<file path="config.mk">
export PLATFORM = sky130hd
export DESIGN_NAME = coherence_ctrl_flat
export DESIGN_NICKNAME = d
export VERILOG_FILES = /design/src/rtl/coherence_ctrl_if.sv /design/src/rtl/coherence_ctrl.sv /design/src/flat_wrapper.sv
export SDC_FILE = /design/constraint.sdc
export NUM_CORES = 1
export LEC_CHECK = 0
export BUFFER_PORTS_ARGS = -buffer_cell sky130_fd_sc_hd__buf_4
export CAP_MARGIN = 20
export CORE_AREA = 2 2 196 198
export DETAILED_ROUTE_END_ITERATION = 7
export DIE_AREA = 0 0 198 200
export GPL_ROUTABILITY_DRIVEN = 0
export PLACE_DENSITY = 0.38
export SYNTH_ARGS = -nofsm -noshare
export SYNTH_HDL_FRONTEND = slang
export SYNTH_SLANG_ARGS = --single-unit
</file>
<file path="constraint.sdc">
create_clock -name CLK -period 2.7 [get_ports CLK]
set_clock_uncertainty 0.2 [all_clocks]
set_input_delay 0.135 -clock CLK [delete_from_list [all_inputs] [get_ports CLK]]
set_output_delay 0.135 -clock CLK [all_outputs]
set_load 0.01 [all_outputs]
</file>
<file path="src/rtl/coherence_ctrl_if.sv">
// Bus between the two L1 cache pairs, the shared RAM port and coherence_ctrl.
// The slave modport is the controller's view; master is the caches/RAM side.
interface coherence_ctrl_if;
    logic [1:0]       dREN;
    logic [1:0]       dWEN;
    logic [1:0]       cctrans;
    logic [1:0]       ccwrite;
    logic [1:0][31:0] daddr;
    logic [1:0][31:0] dstore;
    logic [1:0]       dwait;
    logic [1:0][31:0] dload;
    logic [1:0]       ccwait;
    logic [1:0]       ccinv;
    logic [1:0][31:0] ccsnoopaddr;
    logic [1:0]       iREN;
    logic [1:0][31:0] iaddr;
    logic [1:0]       iwait;
    logic [1:0][31:0] iload;
    logic             ramREN;
    logic             ramWEN;
    logic [31:0]      ramaddr;
    logic [31:0]      ramstore;
    logic [31:0]      ramload;
    logic [1:0]       ramstate;

    modport slave (
        input  dREN, dWEN, cctrans, ccwrite, daddr, dstore, iREN, iaddr,
        input  ramload, ramstate,
        output dwait, dload, ccwait, ccinv, ccsnoopaddr, iwait, iload,
        output ramREN, ramWEN, ramaddr, ramstore
    );

    modport master (
        output dREN, dWEN, cctrans, ccwrite, daddr, dstore, iREN, iaddr,
        output ramload, ramstate,
        input  dwait, dload, ccwait, ccinv, ccsnoopaddr, iwait, iload,
        input  ramREN, ramWEN, ramaddr, ramstore
    );
endinterface

</file>
<file path="src/rtl/coherence_ctrl.sv">
// Two-core memory/coherence controller: arbitrates cache word requests onto one
// RAM port, snoops the other dcache and forwards dirty words cache-to-cache.
module coherence_ctrl (
    input  logic            CLK,
    input  logic            nRST,
    coherence_ctrl_if.slave bus
);
    localparam logic [1:0] RAM_ACCESS = 2'd2;

    typedef enum logic [2:0] {IDLE, ARB, SNOOP, DECIDE, RAMRD, RAMWR, FWD, IFETCH} state_t;
    typedef enum logic [1:0] {K_WR, K_RD, K_INV, K_IF} kind_t;

    state_t state_reg, state_next;
    kind_t  kind_reg, kind_next;
    logic   win_reg, win_next;
    logic   ptr_d_reg, ptr_d_next;
    logic   ptr_i_reg, ptr_i_next;

    logic [1:0] d_req;
    logic       r;
    logic       o;
    logic       access;
    logic       live;
    logic       snoop_en;

    genvar gi;
    generate
        for (gi = 0; gi < 2; gi++) begin : g_req
            assign d_req[gi] = bus.dREN[gi] | bus.dWEN[gi] | bus.cctrans[gi];
        end
    endgenerate

    assign r      = win_reg;
    assign o      = ~win_reg;
    assign access = (bus.ramstate == RAM_ACCESS);

    // The latched requester must keep its request up; dropping it aborts the transaction.
    always_comb begin
        live = 1'b0;
        case (kind_reg)
            K_WR:    live = bus.dWEN[r];
            K_RD:    live = bus.dREN[r];
            K_INV:   live = bus.cctrans[r];
            default: live = bus.iREN[r];
        endcase
    end

    always_ff @(posedge CLK or negedge nRST) begin
        if (!nRST) begin
            state_reg <= IDLE;
            kind_reg  <= K_WR;
            win_reg   <= 1'b0;
            ptr_d_reg <= 1'b1;
            ptr_i_reg <= 1'b1;
        end else begin
            state_reg <= state_next;
            kind_reg  <= kind_next;
            win_reg   <= win_next;
            ptr_d_reg <= ptr_d_next;
            ptr_i_reg <= ptr_i_next;
        end
    end

    always_comb begin
        state_next       = state_reg;
        kind_next        = kind_reg;
        win_next         = win_reg;
        ptr_d_next       = ptr_d_reg;
        ptr_i_next       = ptr_i_reg;
        snoop_en         = 1'b0;
        bus.dwait        = 2'b11;
        bus.iwait        = 2'b11;
        bus.dload        = '0;
        bus.iload        = '0;
        bus.ccwait       = 2'b00;
        bus.ccinv        = 2'b00;
        bus.ccsnoopaddr  = '0;
        bus.ramREN       = 1'b0;
        bus.ramWEN       = 1'b0;
        bus.ramaddr      = '0;
        bus.ramstore     = '0;

        if (state_reg == IDLE) begin
            // On a tie the side that was not granted last wins.
            if (|d_req) begin
                win_next = (&d_req) ? ~ptr_d_reg : d_req[1];
                if (bus.dWEN[win_next])
                    kind_next = K_WR;
                else if (bus.dREN[win_next])
                    kind_next = K_RD;
                else
                    kind_next = K_INV;
                state_next = ARB;
            end else if (|bus.iREN) begin
                win_next   = (&bus.iREN) ? ~ptr_i_reg : bus.iREN[1];
                kind_next  = K_IF;
                state_next = ARB;
            end
        end else if (!live) begin
            state_next = IDLE;
        end else begin
            case (state_reg)
                ARB: begin
                    case (kind_reg)
                        K_WR:    state_next = RAMWR;
                        K_IF:    state_next = IFETCH;
                        default: state_next = SNOOP;
                    endcase
                end
                SNOOP: begin
                    snoop_en   = 1'b1;
                    state_next = DECIDE;
                end
                DECIDE: begin
                    snoop_en = 1'b1;
                    if (kind_reg == K_INV) begin
                        bus.dwait[r] = 1'b0;
                        ptr_d_next   = r;
                        state_next   = IDLE;
                    end else if (bus.ccwrite[o]) begin
                        state_next = FWD;
                    end else begin
                        bus.ramREN   = 1'b1;
                        bus.ramaddr  = bus.daddr[r];
                        bus.dload[r] = bus.ramload;
                        if (access) begin
                            bus.dwait[r] = 1'b0;
                            ptr_d_next   = r;
                            state_next   = IDLE;
                        end else begin
                            state_next = RAMRD;
                        end
                    end
                end
                FWD: begin
                    // Dirty word goes to the requester and to RAM in the same beat.
                    snoop_en     = 1'b1;
                    bus.dload[r] = bus.dstore[o];
                    bus.ramWEN   = 1'b1;
                    bus.ramaddr  = bus.daddr[r];
                    bus.ramstore = bus.dstore[o];
                    if (access) begin
                        bus.dwait  = 2'b00;
                        ptr_d_next = r;
                        state_next = IDLE;
                    end
                end
                RAMRD: begin
                    bus.ramREN   = 1'b1;
                    bus.ramaddr  = bus.daddr[r];
                    bus.dload[r] = bus.ramload;
                    if (access) begin
                        bus.dwait[r] = 1'b0;
                        ptr_d_next   = r;
                        state_next   = IDLE;
                    end
                end
                RAMWR: begin
                    bus.ramWEN   = 1'b1;
                    bus.ramaddr  = bus.daddr[r];
                    bus.ramstore = bus.dstore[r];
                    if (access) begin
                        bus.dwait[r] = 1'b0;
                        ptr_d_next   = r;
                        state_next   = IDLE;
                    end
                end
                IFETCH: begin
                    bus.ramREN   = 1'b1;
                    bus.ramaddr  = bus.iaddr[r];
                    bus.iload[r] = bus.ramload;
                    if (access) begin
                        bus.iwait[r] = 1'b0;
                        ptr_i_next   = r;
                        state_next   = IDLE;
                    end
                end
                default: state_next = IDLE;
            endcase
        end

        if (snoop_en) begin
            bus.ccwait[o]      = 1'b1;
            bus.ccsnoopaddr[o] = bus.daddr[r];
            bus.ccinv[o]       = bus.cctrans[r];
        end
    end
endmodule

</file>
<file path="src/flat_wrapper.sv">
// flat-port wrapper written by rule: the top's interface ports become plain ports
module coherence_ctrl_flat 
  (CLK, nRST, bus_dREN, bus_dWEN, bus_cctrans, bus_ccwrite, bus_daddr, bus_dstore, bus_iREN, bus_iaddr, bus_ramload, bus_ramstate, bus_dwait, bus_dload, bus_ccwait, bus_ccinv, bus_ccsnoopaddr, bus_iwait, bus_iload, bus_ramREN, bus_ramWEN, bus_ramaddr, bus_ramstore);
  coherence_ctrl_if bus_i ();
  input  logic CLK;
  input  logic nRST;
  input wire logic [$bits(bus_i.dREN)-1:0] bus_dREN;
  input wire logic [$bits(bus_i.dWEN)-1:0] bus_dWEN;
  input wire logic [$bits(bus_i.cctrans)-1:0] bus_cctrans;
  input wire logic [$bits(bus_i.ccwrite)-1:0] bus_ccwrite;
  input wire logic [$bits(bus_i.daddr)-1:0] bus_daddr;
  input wire logic [$bits(bus_i.dstore)-1:0] bus_dstore;
  input wire logic [$bits(bus_i.iREN)-1:0] bus_iREN;
  input wire logic [$bits(bus_i.iaddr)-1:0] bus_iaddr;
  input wire logic [$bits(bus_i.ramload)-1:0] bus_ramload;
  input wire logic [$bits(bus_i.ramstate)-1:0] bus_ramstate;
  output wire logic [$bits(bus_i.dwait)-1:0] bus_dwait;
  output wire logic [$bits(bus_i.dload)-1:0] bus_dload;
  output wire logic [$bits(bus_i.ccwait)-1:0] bus_ccwait;
  output wire logic [$bits(bus_i.ccinv)-1:0] bus_ccinv;
  output wire logic [$bits(bus_i.ccsnoopaddr)-1:0] bus_ccsnoopaddr;
  output wire logic [$bits(bus_i.iwait)-1:0] bus_iwait;
  output wire logic [$bits(bus_i.iload)-1:0] bus_iload;
  output wire logic [$bits(bus_i.ramREN)-1:0] bus_ramREN;
  output wire logic [$bits(bus_i.ramWEN)-1:0] bus_ramWEN;
  output wire logic [$bits(bus_i.ramaddr)-1:0] bus_ramaddr;
  output wire logic [$bits(bus_i.ramstore)-1:0] bus_ramstore;
  assign bus_i.dREN = bus_dREN;
  assign bus_i.dWEN = bus_dWEN;
  assign bus_i.cctrans = bus_cctrans;
  assign bus_i.ccwrite = bus_ccwrite;
  assign bus_i.daddr = bus_daddr;
  assign bus_i.dstore = bus_dstore;
  assign bus_i.iREN = bus_iREN;
  assign bus_i.iaddr = bus_iaddr;
  assign bus_i.ramload = bus_ramload;
  assign bus_i.ramstate = bus_ramstate;
  assign bus_dwait = bus_i.dwait;
  assign bus_dload = bus_i.dload;
  assign bus_ccwait = bus_i.ccwait;
  assign bus_ccinv = bus_i.ccinv;
  assign bus_ccsnoopaddr = bus_i.ccsnoopaddr;
  assign bus_iwait = bus_i.iwait;
  assign bus_iload = bus_i.iload;
  assign bus_ramREN = bus_i.ramREN;
  assign bus_ramWEN = bus_i.ramWEN;
  assign bus_ramaddr = bus_i.ramaddr;
  assign bus_ramstore = bus_i.ramstore;
  coherence_ctrl u_core (.CLK(CLK), .nRST(nRST), .bus(bus_i));
endmodule
</file>
Word level (Yosys, flattened, before mapping)
Index checks and enable logic that the tools add are counted.
{"block": "op_classes", "shift": 0, "div": 0, "muxes": 93, "bitwise_logic": 13, "reduce_logical": 20, "addsub": 0, "mul": 0, "magnitude_cmp": 5, "n_eq_ne": 14}
{"operator": "2-to-1 mux 32 bit", "count": 16}
{"operator": "2-to-1 mux 64 bit", "count": 8}
{"operator": "AND 64 bit", "count": 3}
{"operator": "case mux 64 bit (3 select lines)", "count": 1}
{"operator": "case mux 32 bit (3 select lines)", "count": 1}
{"operator": "demux 32 bit (select 1 bit)", "count": 2}
{"operator": "case mux 32 bit (2 select lines)", "count": 1}
{"operator": "2-to-1 mux 1 bit", "count": 33}
{"operator": "2-to-1 mux 2 bit", "count": 15}
{"operator": "2-to-1 mux 3 bit", "count": 8}
{"operator": "== test 3 bit (second input constant)", "count": 4}
{"operator": "case mux 3 bit (4 select lines)", "count": 1}
{"operator": "OR reduction 2 bit", "count": 5}
{"operator": "AND reduction 2 bit", "count": 4}
{"operator": "AND reduction 4 bit", "count": 2}
{"operator": "== test 2 bit (second input constant)", "count": 3}
{"operator": "== test 3 x 2 -> 1 bit (second input constant)", "count": 2}
{"operator": "less-than comparator 1 x 2 -> 1 bit (second input constant)", "count": 3}
{"operator": "case mux 2 bit (3 select lines)", "count": 1}
{"operator": "case mux 3 bit (2 select lines)", "count": 1}
{"operator": "OR reduction 3 bit", "count": 2}
{"operator": "inequality test 4 x 3 -> 1 bit (second input constant)", "count": 1}
{"operator": "NOT 1 bit", "count": 4}
{"operator": "bitwise OR 1 bit", "count": 4}
{"operator": "other kinds (15)", "count": 20}
{"block": "totals", "rom_bits": 0, "wordCells": 150, "out_inout_bits": 266, "ff_bits": 8, "ramBits": 0, "in_bits": 238, "n_memories": 0, "latchBits": 0}

Longest topological paths before layout
{"block": "depth", "word_depth": 11, "mapped_depth": 9, "depth_no_buf": 7}

Worst setup path after synthesis
Ideal clock, no wire load.
{"block": "synth_path", "path_kind": "reg2out", "startpoint": "register u_core.kind_reg[1]", "endpoint": "output port bus_ccsnoopaddr[38]", "path_buffers": 1, "setup_slack_ns": 0.632, "stages_incl_launch_ff": 9, "t_arrival_ns": 1.733, "path_cell_list": "dfrtp_1 inv_1 ha_1 inv_1 o22ai_2 o21a_4 nand3_2 buf_2 nor3b_1"}
{"block": "synth_via", "elab_chain_cells": 5, "word_cells_on_any_way": 7}
{"item": "start, declared", "line_no": "coherence_ctrl.sv:14", "rtl": "kind_t kind_reg, kind_next;"}
{"item": "start signal, assigned", "line_no": "coherence_ctrl.sv:57", "rtl": "kind_reg <= kind_next;"}
{"item": "== test 2 bit, or another cell as far along", "line_no": "coherence_ctrl.sv:40", "rtl": "case (kind_reg)"}
{"item": "case mux 1 bit (3 select lines) *", "line_no": "coherence_ctrl.sv:40"}
{"item": "2-to-1 mux 1 bit *", "line_no": "coherence_ctrl.sv:99", "rtl": "end else if (!live) begin"}
{"item": "2-to-1 mux 1 bit *", "line_no": "coherence_ctrl.sv:83", "rtl": "if (state_reg == IDLE) begin"}
{"item": "2-to-1 mux 64 bit *", "line_no": "coherence_ctrl.sv:182", "rtl": "if (snoop_en) begin"}
{"item": "end, declared", "line_no": "flat_wrapper.sv:21", "rtl": "output wire logic [$bits(bus_i.ccsnoopaddr)-1:0] bus_ccsnoopaddr;"}
Every way passes the cells marked *; elsewhere a longest branch is shown, timed or not.

Worst setup path after layout
{"block": "layout_path", "startpoint": "register u_core.win_reg, in the netlist u_core.r", "endpoint": "output port bus_dload[36]"}
{"block": "layout_via", "elab_chain_cells": 10, "word_cells_on_any_way": 25}
{"item": "start, declared", "line_no": "coherence_ctrl.sv:15", "rtl": "logic win_reg, win_next;"}
{"item": "start signal, assigned", "line_no": "coherence_ctrl.sv:58", "rtl": "win_reg <= win_next;"}
{"item": "less-than comparator 1 x 2 -> 1 bit (not written as such) / >= comparator 1 bit (equally long branches)", "line_no": "coherence_ctrl.sv:125, coherence_ctrl.sv:138, coherence_ctrl.sv:151"}
{"item": "logical AND 1 bit (not written as such)", "line_no": "coherence_ctrl.sv:125, coherence_ctrl.sv:138, coherence_ctrl.sv:151"}
{"item": "2-to-1 mux 32 bit (not written as such)", "line_no": "coherence_ctrl.sv:125, coherence_ctrl.sv:138, coherence_ctrl.sv:151"}
{"item": "demux 32 bit (select 1 bit)"}
{"item": "AND 64 bit (no line)"}
{"item": "2-to-1 mux 64 bit", "line_no": "coherence_ctrl.sv:120", "rtl": "end else if (bus.ccwrite[o]) begin"}
{"item": "2-to-1 mux 64 bit", "line_no": "coherence_ctrl.sv:116", "rtl": "if (kind_reg == K_INV) begin"}
{"item": "case mux 64 bit (3 select lines)", "line_no": "coherence_ctrl.sv:102", "rtl": "case (state_reg)"}
{"item": "2-to-1 mux 64 bit *", "line_no": "coherence_ctrl.sv:99"}
{"item": "2-to-1 mux 64 bit *", "line_no": "coherence_ctrl.sv:83"}
{"item": "end, declared", "line_no": "flat_wrapper.sv:18", "rtl": "output wire logic [$bits(bus_i.dload)-1:0] bus_dload;"}
Every way passes the cells marked *; elsewhere a longest branch is shown, timed or not. The select of a mux whose other input is x is not followed.

==> metrics.md <==
| Metric | Value |
|---|---|
| Sink Count | `8` |
| Post-synth top cells | `139 x nor2_1, 66 x and2_1, 65 x a22oi_1, 64 x a221oi_1, 43 x nand2_1` |
| Yosys reg bits | `8` |
| Area of the die | `0.0396 sq mm` |
| Status | `finished clean` |
| Slowest stage cell, crit path | `dfrtp_4` |
| Final ANT Viol Nets | `0` |
| First-pass GRT wire length | `~48000 um` |
| Initial antenna violation count | `1` |
| Placed Instances | `1678` |
| Share of the clock period used by the worst path | `0.977` |
| Pin count of the biggest net entering global routing | `between 90 and 100` |
| Max reg flops | `3` |
| Htree depth | `1` |
| Fillers | `4245` |
| Residual DRC | `0` |
| Critical path's top delay family | `flip-flops` |
| Synth unique cells | `51` |
| Root Buffer | `clkbuf_16` |
| Drt first pass iters | `4` |
| Port buffer count | `503` |
| CP max stage delay | `530 ps` |
| Grt ovf | `0` |
| CTS tree | `built` |
| Ys async rst share | `1.00` |
| Worst-Margin Slew | `~700 ps` |
| Cells after synthesis | `715` |
| Unrepaired setup endpoints after global routing | `yes` |
| Slew Limit Fails | `0` |
| Vias | `~7700` |
| Most frequent cell after synthesis | `nor2_1` |
| # rows | `71` |
| Final Instance Area | `0.00956 sq mm` |
| Starting density of the core | `0.127` |
| Critical Path Sink Type | `output port` |
| Nets | `~1400` |
| Hold WC Path Type | `in2reg` |
| DR WL/cell | `20.8 um` |
| EDFF count, synth | `0` |
| Hold Vio Cnt, Final | `0` |
| Dominant cells by area after synthesis | `a221oi_1 12%, nor2_1 11%, a22oi_1 10%, and2_1 8.7%, mux2i_1 7.6%` |
| Dpl hpwl | `26500 um` |
| Final count of negative-setup-slack endpoints | `0` |
| Post-synth top area share | `0.118` |
| Layout cells sized above 1 | `0.501` |
| Cell taking the most area after synthesis | `a221oi_1` |
| CTS max path bufs | `2` |
| Ys Warns | `0` |
| Syn Std Cell Area | `between 0.004 and 0.005 sq mm` |
| Crit-path max FO | `32` |
| Initial drt markers | `about 290` |
| Num CTS Buffers | `3` |
| Fmax | `379 MHz` |
| Register area share after synthesis | `0.0426` |
| IO Count | `504` |
| Maxcap violations | `0` |
| Leakage | `approximately 4.3 nW` |
| Pwr dens | `553 mW/mm^2` |
| Vias in the first global route | `approximately 7500` |
| Prevailing post-synth register cell | `dfrtp_1` |
| Layout area overhead | `101%` |
| Max rail drop VDD | `between 0.3 and 0.4 mV` |
| Multi-input gate area | `0.00416 sq mm` |
| DRT Wirelength | `approximately 35000 um` |
| Setup crit start kind | `register` |
| Total track usage | `0.156` |
| Crit Path Category | `reg2out` |
| Reg clk slew, reported paths | `40 ps` |
| Die W | `198 um` |
| Relative slew slack | `0.522` |
| Syn Nets | `957` |
| Worst EP arrival | `2300 ps` |
| Non-Filler Instances | `1698` |
| Vias per cell | `4.53` |
| Die height | `about 200 um` |
| Min Clock Period, post-route | `approximately 2600 ps` |
| DP Area | `0.00917 sq mm` |
| Req. time, crit path | `between 2000 and 2500 ps` |
| Crit-path cells | `mux2_4, a21o_4, o21a_4, nand3_2, buf_12, nor2_1, buf_4` |
| Clk_lat worst skew | `240 ps` |
| Core region area | `0.0374 sq mm` |
| WP buf/inv | `2` |
| Register area | `206 sq um` |
| Synthesized area per cell | `6.65 sq um` |
==> cell usage in the layout, fill, tap and decap left out, types with 2 or more instances in the layout <==
master and count:
buf_4 531, nor2b_4 2, nor3_2 5, ha_1 3
a21oi_1 7, or3b_2 2, nor2b_1 2, dfstp_2 2
nand2b_1 2, o211ai_4 2, mux2_4 3, nor3_4 2
o22ai_1 2, or3_1 2, nor3_1 32, dfrtp_1 5
a21o_1 2, and2_1 64, o21ai_0 8, mux2i_1 36
a221oi_1 64, and3_1 3, a21boi_0 31, nor2_1 138
buf_6 2, clkbuf_16 7, inv_1 7, a22oi_1 65
and2_4 2, nand2_1 42, a21oi_4 2, nor3b_1 33
buf_12 13, nand3_2 3, o22a_1 32, buf_16 2
==> final timing paths <==
| check | startpoint | endpoint | slack, ps | cells past startpoint |
|---|---|---|---|---|
| max | u_core.r$_DFFE_PN0P_ | bus_dload[36] | 60 | 7 |
| min | bus_dWEN[0] | u_core.kind_reg[0]$_DFFE_PN0P_ | 50 | 4 |
| max reg2reg | u_core.kind_reg[1]$_DFFE_PN0P_ | u_core.ptr_i_reg$_DFFE_PN1P_ | 560 | 8 |
| min reg2reg | u_core.ptr_d_reg$_DFFE_PN1P_ | u_core.ptr_d_reg$_DFFE_PN1P_ | 330 | 2 |
| max in group asynchronous | nRST | u_core.ptr_i_reg$_DFFE_PN1P_ | 2010 | 2 |
| min in group asynchronous | nRST | u_core.kind_reg[0]$_DFFE_PN0P_ | 70 | 2 |
==> layer usage <==
layer / track usage / part of all wire / up-vias
met5: 0 / 0 / -
met1: 0.184 / 0.39 / 3695
met3: 0.0284 / 0.074 / 19
met2: 0.297 / 0.52 / 359
li1: - / - / 3611
met4: 0.0253 / 0.011 / 0
==> area by class of cell <==
| type | count | share of cell area |
|---|---|---|
| Clock buffer | 4 | 0.00824 |
| Antenna cell | 1 | 0.000262 |
| Multi-Input combinational cell | 612 | 0.435 |
| Sequential cell | 8 | 0.0216 |
| Inverter | 8 | 0.00314 |
| Timing Repair Buffer | 554 | 0.465 |
| Tap cell | 511 | 0.0668 |
==> worst min-delay path: cells and delay by family <==
family / cells / cell delay (ps)
AND/OR/NAND/NOR: 1 / 40
buffers and inverters: 1 / 110
AO/OA/AOI/OAI: 2 / 150
==> timing repair <==
item / in CTS / in global routing
setup endpoints to repair: 108 / 92
buffers inserted: 5 / 3
gates resized for setup: 7 / 17
hold buffers: 1 / 0
gates cloned: 1 / 5
endpoints found under the hold margin: 8 / 0
pin swaps: 2 / 3
==> per-stage QoR <==
step	utilization	hold WS, ps	setup WS, ps	setup TNS (ps)	power (W)
2_1_floorplan	-	-361	632	0	0.00294
3_3_place_gp	0.244	-227	-32.4	-684	0.00465
3_5_place_dp	0.245	-230	120	0	0.00467
4_1_cts	0.250	47.5	-33.6	-329	0.00504
5_1_grt	0.256	55.4	-25.2	-46.2	0.00574
6_report	0.256	49.4	62.8	0	0.00529
==> cell families after synthesis <==
family                   after synthesis  synth area share
adder cells (fa/ha/maj)                4            0.0105
AND/OR/NAND/NOR                      341             0.361
buffers and inverters                 97             0.114
multiplexers                          39            0.0853
flip-flops                             8            0.0426
AO/OA/AOI/OAI                        226             0.387
==> power breakdown <==
group          internal (W)  total (W)  switching (W)
Sequential         0.000184   0.000276      0.0000913
Combinational       0.00198    0.00475        0.00277
Clock              0.000198   0.000266      0.0000684
Total               0.00236    0.00529        0.00293
No activity file was read; power rests on OpenSTA's default activity.
